==> src/rtl/if_fetch_unit.sv <==
// Instruction fetch stage: PC generation, one outstanding imem request, IF/ID slot with a one-entry skid.
// Define IF_PERF_CNT_EN to add the fetch_cnt/drop_cnt performance counters.
`timescale 1ns/1ps
module if_fetch_unit #(
    parameter logic [31:0] RESET_PC = 32'h0000_0000
) (
    input  logic        CLK,
    input  logic        RESET,
    input  logic        stall,
    input  logic        redirect,
    input  logic [31:0] redirect_pc,
    output logic        imem_req_valid,
    input  logic        imem_req_ready,
    output logic [31:0] imem_req_addr,
    input  logic        imem_rsp_valid,
    input  logic [31:0] imem_rsp_data,
    output logic [31:0] PC_o,
    output logic [31:0] Instr_o,
    output logic        valid_o,
    output logic        flush_o
`ifdef IF_PERF_CNT_EN
    ,
    output logic [31:0] fetch_cnt,
    output logic [31:0] drop_cnt
`endif
);

    typedef enum logic [1:0] {S_REQ, S_WAIT, S_DROP} state_t;

    state_t      r_state;
    state_t      w_next_state;
    logic [31:0] r_fetch_pc;
    logic [31:0] r_req_pc;
    logic [31:0] r_pc;
    logic [31:0] r_instr;
    logic        r_valid;
    logic        r_skid_valid;
    logic [31:0] r_skid_pc;
    logic [31:0] r_skid_instr;

    logic        w_consume;
    logic        w_slot_free;
    logic        w_req_valid;
    logic        w_req_hs;
    logic        w_rsp_take;
    logic        w_rsp_drop;
    logic        w_to_slot;
    logic        w_to_skid;
    logic        w_drain;
    logic [31:0] w_redirect_target;

    assign w_consume         = r_valid & ~stall;
    assign w_slot_free       = ~r_valid | ~stall;
    assign w_req_valid       = (r_state == S_REQ) & ~r_skid_valid & ~redirect;
    assign w_req_hs          = w_req_valid & imem_req_ready;
    assign w_rsp_take        = (r_state == S_WAIT) & imem_rsp_valid & ~redirect;
    assign w_rsp_drop        = imem_rsp_valid & (((r_state == S_WAIT) & redirect) | (r_state == S_DROP));
    assign w_to_slot         = w_rsp_take & w_slot_free & ~r_skid_valid;
    assign w_to_skid         = w_rsp_take & ~w_to_slot;
    assign w_drain           = r_skid_valid & w_slot_free & ~redirect;
    assign w_redirect_target = redirect_pc & 32'hFFFF_FFFC;

    // NOTE: sequential state uses non-blocking assignments so every flop samples pre-edge values.
    always_ff @(posedge CLK or negedge RESET) begin
        if (!RESET) begin
            r_state <= S_REQ;
        end else begin
            r_state <= w_next_state;
        end
    end

    // NOTE: next_state gets a default before the case so no path leaves it unassigned (no latch).
    always_comb begin
        w_next_state = r_state;
        case (r_state)
            S_REQ: begin
                if (w_req_hs) w_next_state = S_WAIT;
            end
            S_WAIT: begin
                if (imem_rsp_valid)  w_next_state = S_REQ;
                else if (redirect)   w_next_state = S_DROP;
            end
            S_DROP: begin
                // The stale response retires the outstanding request even if another redirect lands with it.
                if (imem_rsp_valid) w_next_state = S_REQ;
            end
            default: w_next_state = S_REQ;
        endcase
    end

    always_ff @(posedge CLK or negedge RESET) begin
        if (!RESET) begin
            r_fetch_pc   <= RESET_PC;
            r_pc         <= 32'h0;
            r_instr      <= 32'h0;
            r_valid      <= 1'b0;
            r_skid_valid <= 1'b0;
        end else if (redirect) begin
            r_fetch_pc   <= w_redirect_target;
            r_valid      <= 1'b0;
            r_skid_valid <= 1'b0;
        end else begin
            if (w_rsp_take) r_fetch_pc <= r_req_pc + 32'd4;
            if (w_to_slot) begin
                r_pc    <= r_req_pc;
                r_instr <= imem_rsp_data;
                r_valid <= 1'b1;
            end else if (w_drain) begin
                r_pc         <= r_skid_pc;
                r_instr      <= r_skid_instr;
                r_valid      <= 1'b1;
                r_skid_valid <= 1'b0;
            end else if (w_consume) begin
                r_valid <= 1'b0;
            end
            if (w_to_skid) r_skid_valid <= 1'b1;
        end
    end

    // NOTE: payload registers are qualified by state or a valid bit, so they carry no reset.
    always_ff @(posedge CLK) begin
        if (w_req_hs) r_req_pc <= r_fetch_pc;
        if (w_to_skid) begin
            r_skid_pc    <= r_req_pc;
            r_skid_instr <= imem_rsp_data;
        end
    end

`ifdef IF_PERF_CNT_EN
    logic [31:0] r_fetch_cnt;
    logic [31:0] r_drop_cnt;
    logic [1:0]  w_drop_inc;

    // A redirect can kill a presented instruction and a late response in the same cycle.
    assign w_drop_inc = {1'b0, w_rsp_drop} + {1'b0, redirect & r_valid} + {1'b0, redirect & r_skid_valid};

    always_ff @(posedge CLK or negedge RESET) begin
        if (!RESET) begin
            r_fetch_cnt <= 32'h0;
            r_drop_cnt  <= 32'h0;
        end else begin
            if (w_to_slot | w_to_skid) r_fetch_cnt <= r_fetch_cnt + 32'd1;
            r_drop_cnt <= r_drop_cnt + {30'h0, w_drop_inc};
        end
    end

    assign fetch_cnt = r_fetch_cnt;
    assign drop_cnt  = r_drop_cnt;
`endif

    assign imem_req_valid = w_req_valid;
    assign imem_req_addr  = r_fetch_pc;
    assign PC_o           = r_pc;
    assign Instr_o        = r_instr;
    assign valid_o        = r_valid;
    assign flush_o        = redirect;

endmodule

==> config.mk <==
export PLATFORM = sky130hd
export DESIGN_NAME = if_fetch_unit
export DESIGN_NICKNAME = d
export VERILOG_FILES = /design/src/rtl/if_fetch_unit.sv
export SDC_FILE = /design/constraint.sdc
export NUM_CORES = 1
export LEC_CHECK = 0
export BUFFER_PORTS_ARGS = -buffer_cell sky130_fd_sc_hd__clkbuf_2
export CELL_PAD_IN_SITES_DETAIL_PLACEMENT = 0
export CELL_PAD_IN_SITES_GLOBAL_PLACEMENT = 1
export CORE_AREA = 5 5 137 139
export DETAILED_ROUTE_END_ITERATION = 8
export DIE_AREA = 0 0 142 144
export PLACE_DENSITY = 0.89
export SYNTH_ARGS = -nofsm -noshare
export SYNTH_HDL_FRONTEND = slang
export SYNTH_SLANG_ARGS = --single-unit
==> constraint.sdc <==
create_clock -name CLK -period 6.6 [get_ports CLK]
set_input_delay 0.99 -clock CLK [delete_from_list [all_inputs] [get_ports CLK]]
set_output_delay 0.99 -clock CLK [all_outputs]
set_load 0.05 [all_outputs]
==> impl_results.html <==
<table>
<tr><th>Metric</th><th>Value</th></tr>
<tr><th colspan="2">Outcome</th></tr>
<tr><td>Run status</td><td>completed</td></tr>
<tr><th colspan="2">Floorplanning</th></tr>
<tr><td>Starting utilization of the core area</td><td>a little under half</td></tr>
<tr><td>Area of the placeable core</td><td>between 0.015 and 0.02 sq mm</td></tr>
<tr><td>Die outline width</td><td>around 140 microns</td></tr>
<tr><td>Number of rows in the core area</td><td>just under 50</td></tr>
<tr><td>Vert. Die Dim</td><td>approximately 140 microns</td></tr>
<tr><td>Top Ports</td><td>between 150 and 200</td></tr>
<tr><td>Die outline area</td><td>slightly above 0.02 sq mm</td></tr>
<tr><th colspan="2">Placement</th></tr>
<tr><td>DP Wirelength</td><td>roughly 12000 microns</td></tr>
<tr><td>Worst slack at placement</td><td>approximately 2.7 ns</td></tr>
<tr><td>Weighted congestion at the end of routability-driven global placement</td><td>~0.79</td></tr>
<tr><td>Count of buffers from port buffering</td><td>about 170</td></tr>
<tr><th colspan="2">CTS</th></tr>
<tr><td>Cts hold-fix bufs</td><td>0</td></tr>
<tr><td>Total of cells resized after clock tree synthesis</td><td>0</td></tr>
<tr><td>Buffer levels on the longest clock path</td><td>2</td></tr>
<tr><td>TritonCTS clock tree</td><td>built</td></tr>
<tr><td>Count of clock tree sinks</td><td>196</td></tr>
<tr><td>Post-CTS Repair Setup Buffers</td><td>0</td></tr>
<tr><td>Level count of the clock H-tree</td><td>4</td></tr>
<tr><td>Root buffer selected by CTS</td><td>sky130_fd_sc_hd__clkbuf_16</td></tr>
<tr><td>Insertion delay of the later-clocked pin in the worst-skew pair</td><td>between 0.4 and 0.5 ns</td></tr>
<tr><td>Clock transition time at the flip-flop clock pins of the worst setup and hold paths</td><td>around 0.07 ns</td></tr>
<tr><td>TritonCTS Buffers</td><td>17</td></tr>
<tr><th colspan="2">GRT</th></tr>
<tr><td>GRT overflow</td><td>0</td></tr>
<tr><td>Aggregate global-route resource usage</td><td>about 18%</td></tr>
<tr><td>Wire length of the first global-routing pass</td><td>28900 microns</td></tr>
<tr><td>Largest net degree at the start of global routing</td><td>~130</td></tr>
<tr><td>Initial antenna violation count</td><td>0</td></tr>
<tr><td>Vias in the first global route</td><td>about 5.4k</td></tr>
<tr><th colspan="2">Route</th></tr>
<tr><td># DRC</td><td>0</td></tr>
<tr><td>Routed vias</td><td>~5.4k</td></tr>
<tr><td>Post-route antenna net violation count</td><td>0</td></tr>
<tr><td>Total wire length</td><td>18000 microns</td></tr>
<tr><td>DRT Pass-1 Iters</td><td>4</td></tr>
<tr><td>Number of violations reported at the end of detailed-routing iteration 0</td><td>~310</td></tr>
<tr><td>Detail-routed via count per cell</td><td>between 5 and 6</td></tr>
<tr><td>Wirelength per Cell</td><td>around 17 microns</td></tr>
<tr><th colspan="2">Synthesis</th></tr>
<tr><td>Total number of yosys warnings</td><td>0</td></tr>
<tr><td>Part of the Yosys area used for sequential elements</td><td>67.2%</td></tr>
<tr><td>Number of nets produced by synthesis</td><td>706</td></tr>
<tr><td>Area share of the largest cell type after synthesis</td><td>between 30% and 40%</td></tr>
<tr><td>Leading cell types by total area after synthesis</td><td>sky130_fd_sc_hd__edfxtp_1, sky130_fd_sc_hd__dfrtp_1, sky130_fd_sc_hd__mux2i_1, sky130_fd_sc_hd__nand2_1, sky130_fd_sc_hd__o21ai_0</td></tr>
<tr><td>EDFF count, synth</td><td>96</td></tr>
<tr><td>Post-synth cell types</td><td>42</td></tr>
<tr><td>Most area-hungry cell type in the Yosys netlist</td><td>sky130_fd_sc_hd__edfxtp_1</td></tr>
<tr><td>Count of state elements after synthesis</td><td>between 150 and 200</td></tr>
<tr><td>Cells after synthesis</td><td>635</td></tr>
<tr><td>Average cell area after synthesis</td><td>12.6 sq um</td></tr>
<tr><td>Most used flip-flop cell after synthesis</td><td>sky130_fd_sc_hd__dfrtp_1</td></tr>
<tr><td>Async set-or-reset flop fraction in the synthesized netlist</td><td>51.0%</td></tr>
<tr><td>Synthesized area</td><td>between 0.008 and 0.009 sq mm</td></tr>
<tr><th colspan="2">Setup path</th></tr>
<tr><td>Required time reported for the critical path endpoint</td><td>roughly 6.7 ns</td></tr>
<tr><td>Classification of the worst setup path</td><td>in -&gt; reg</td></tr>
<tr><td>Critical path fanouts, max</td><td>a little over 70</td></tr>
<tr><td>Kind of capture point of the worst setup path</td><td>register</td></tr>
<tr><td>Type of element launching the critical path</td><td>input port</td></tr>
<tr><td>Arrival time reported for the critical path endpoint</td><td>approximately 3.5 ns</td></tr>
<tr><th colspan="2">Final layout</th></tr>
<tr><td>Utilization after layout</td><td>a little under three fifths</td></tr>
<tr><td>Most frequent standard cell in the layout excluding fill and tap cells</td><td>sky130_fd_sc_hd__clkbuf_2</td></tr>
<tr><td>Flip-flop and latch area</td><td>~0.0054 sq mm</td></tr>
<tr><td>Most used cells in the layout excluding fill and tap cells</td><td>sky130_fd_sc_hd__clkbuf_2, sky130_fd_sc_hd__nand2_1, sky130_fd_sc_hd__dfrtp_1</td></tr>
<tr><td>Number of nets in the final layout</td><td>862</td></tr>
<tr><td>Proportion of layout cells with a drive suffix above 1</td><td>roughly 27%</td></tr>
<tr><td>Final antenna diode count</td><td>0</td></tr>
<tr><td>Fillcell total</td><td>1535</td></tr>
<tr><td>Area of the multi-input gates</td><td>roughly 0.0025 sq mm</td></tr>
<tr><td>Layout-stage area growth over the synthesis result</td><td>20.8%</td></tr>
<tr><th colspan="2">STA</th></tr>
<tr><td>Setup repair after global routing missed its margin</td><td>false</td></tr>
<tr><td>Worst Hold Margin</td><td>approximately 0.47 ns</td></tr>
<tr><td>Achievable Freq</td><td>~300 MHz</td></tr>
<tr><td>Final setup margin</td><td>roughly 3.2 ns</td></tr>
<tr><td>Final Hold Violating Endpoints</td><td>0</td></tr>
<tr><td>Final setup skew</td><td>0.00911 ns</td></tr>
<tr><td>Final critical-path required period</td><td>between 3 and 4 ns</td></tr>
<tr><td>Max-Slew Margin vs Limit</td><td>17.2%</td></tr>
<tr><td>Final max-slew violation count</td><td>0</td></tr>
<tr><td>Aggregate negative setup slack</td><td>0 ns</td></tr>
<tr><td>Setup violation total in the final timing report</td><td>0</td></tr>
<tr><td>Post-route fraction of the period consumed by the critical path</td><td>between 50% and 60%</td></tr>
<tr><td>Slew at the pin with the worst max-slew slack</td><td>between 1 and 1.5 ns</td></tr>
<tr><th colspan="2">Min path</th></tr>
<tr><td>Path category of the worst min-delay check</td><td>reg -&gt; reg</td></tr>
<tr><th colspan="2">Power and ir drop</th></tr>
<tr><td>Leakage power total</td><td>0.00449 uW</td></tr>
<tr><td>Worst ir drop on vdd</td><td>~0.21 mV</td></tr>
<tr><td>Design Power</td><td>around 3500 uW</td></tr>
<tr><td>Power per unit of standard cell area</td><td>around 370 mW/mm^2</td></tr>
<tr><th colspan="2">Flow run</th></tr>
<tr><td>Count of maximum capacitance violations</td><td>0</td></tr>
</table>
[stage by stage]
step	cells	cell area, sq um
final	1033	9680
after global routing	1033	9680
after CTS	1033	9680
after detailed placement	1001	9050
after global placement	1001	9050
after floorplan	635	8010
[routing by layer]
| metal | up-vias | global-route usage [%] | wire length, microns |
|---|---|---|---|
| li1 | 2598 | - | - |
| met1 | 2607 | 26.5 | 8860 |
| met2 | 155 | 27.0 | 7990 |
| met3 | 11 | 3.84 | 943 |
| met4 | 0 | 4.39 | 180 |
| met5 | - | 0 | 0 |
[path summary, 6_finish.rpt]
check,start,to,slack [ns],depth (start not counted)
worst min-delay path,imem_req_addr[30],r_req_pc[30],0.47,0
max in group asynchronous,RESET,imem_req_addr[26],4.82,2
worst max-delay path,redirect,r_skid_instr[15],3.17,5
min in group asynchronous,RESET,Instr_o[24],0.54,1
worst max register to register,r_state[1],r_skid_instr[15],3.64,4
worst min register to register,imem_req_addr[30],r_req_pc[30],0.47,0
[final cells by class]
cell class                 count  share of cell area, %
timing repair buffer         173                   9.15
tap                          229                   2.96
sequential                   196                   55.6
inverter                       4                  0.155
clock inverter                15                   2.09
multi-input combinational    399                   25.6
clock buffer                  17                   4.39
[power by group]
group          switching (uW)  internal [uW]
Combinational             718            184
Clock                     455            638
Sequential                103           1440
[logic make-up (layout without fill, tap and decap cells)]
logic type | Yosys count | in the layout | synth area share (%)
flip-flops | 196 | 196 | 67.2
AND/OR/NAND/NOR | 192 | 192 | 11.3
AO/OA/AOI/OAI | 116 | 116 | 8.37
multiplexers | 65 | 65 | 8.12
buffers and inverters | 40 | 209 | 2.15
XOR/XNOR | 25 | 25 | 2.73
adder cells (fa/ha/maj) | 1 | 1 | 0.156
[critical path: stages]
cell	delay, ns
sky130_fd_sc_hd__clkbuf_2	0.08
sky130_fd_sc_hd__buf_4	0.33
sky130_fd_sc_hd__or2_2	0.59
sky130_fd_sc_hd__nor2_4	1.02
sky130_fd_sc_hd__buf_4	0.48
[sequential cells by signal (all words and copies together) (netlist names)]
register,cells
r_skid_instr,32
r_req_pc,32
r_skid_valid,1
PC_o,32
valid_o,1
Instr_o,32
r_state,2
r_skid_pc,32
imem_req_addr,32
[Yosys cell counts, types with 2 or more instances]
cell type,count
sky130_fd_sc_hd__a21oi_1,14
sky130_fd_sc_hd__o21ai_0,76
sky130_fd_sc_hd__xnor2_1,8
sky130_fd_sc_hd__inv_1,4
sky130_fd_sc_hd__nand4_1,8
sky130_fd_sc_hd__buf_4,3
sky130_fd_sc_hd__nor2_1,24
sky130_fd_sc_hd__nand3_1,10
sky130_fd_sc_hd__buf_2,9
sky130_fd_sc_hd__edfxtp_1,96
sky130_fd_sc_hd__nand3b_1,3
sky130_fd_sc_hd__dfrtp_1,100
sky130_fd_sc_hd__a31oi_1,3
sky130_fd_sc_hd__nor3b_1,3
sky130_fd_sc_hd__nand2_1,123
sky130_fd_sc_hd__o221ai_1,14
sky130_fd_sc_hd__nor4_1,4
sky130_fd_sc_hd__xor2_1,17
sky130_fd_sc_hd__o31ai_1,4
sky130_fd_sc_hd__and3_1,2
sky130_fd_sc_hd__or3_1,2
sky130_fd_sc_hd__mux2i_1,65
sky130_fd_sc_hd__clkbuf_1,24
(Power assumes the default switching activity.)
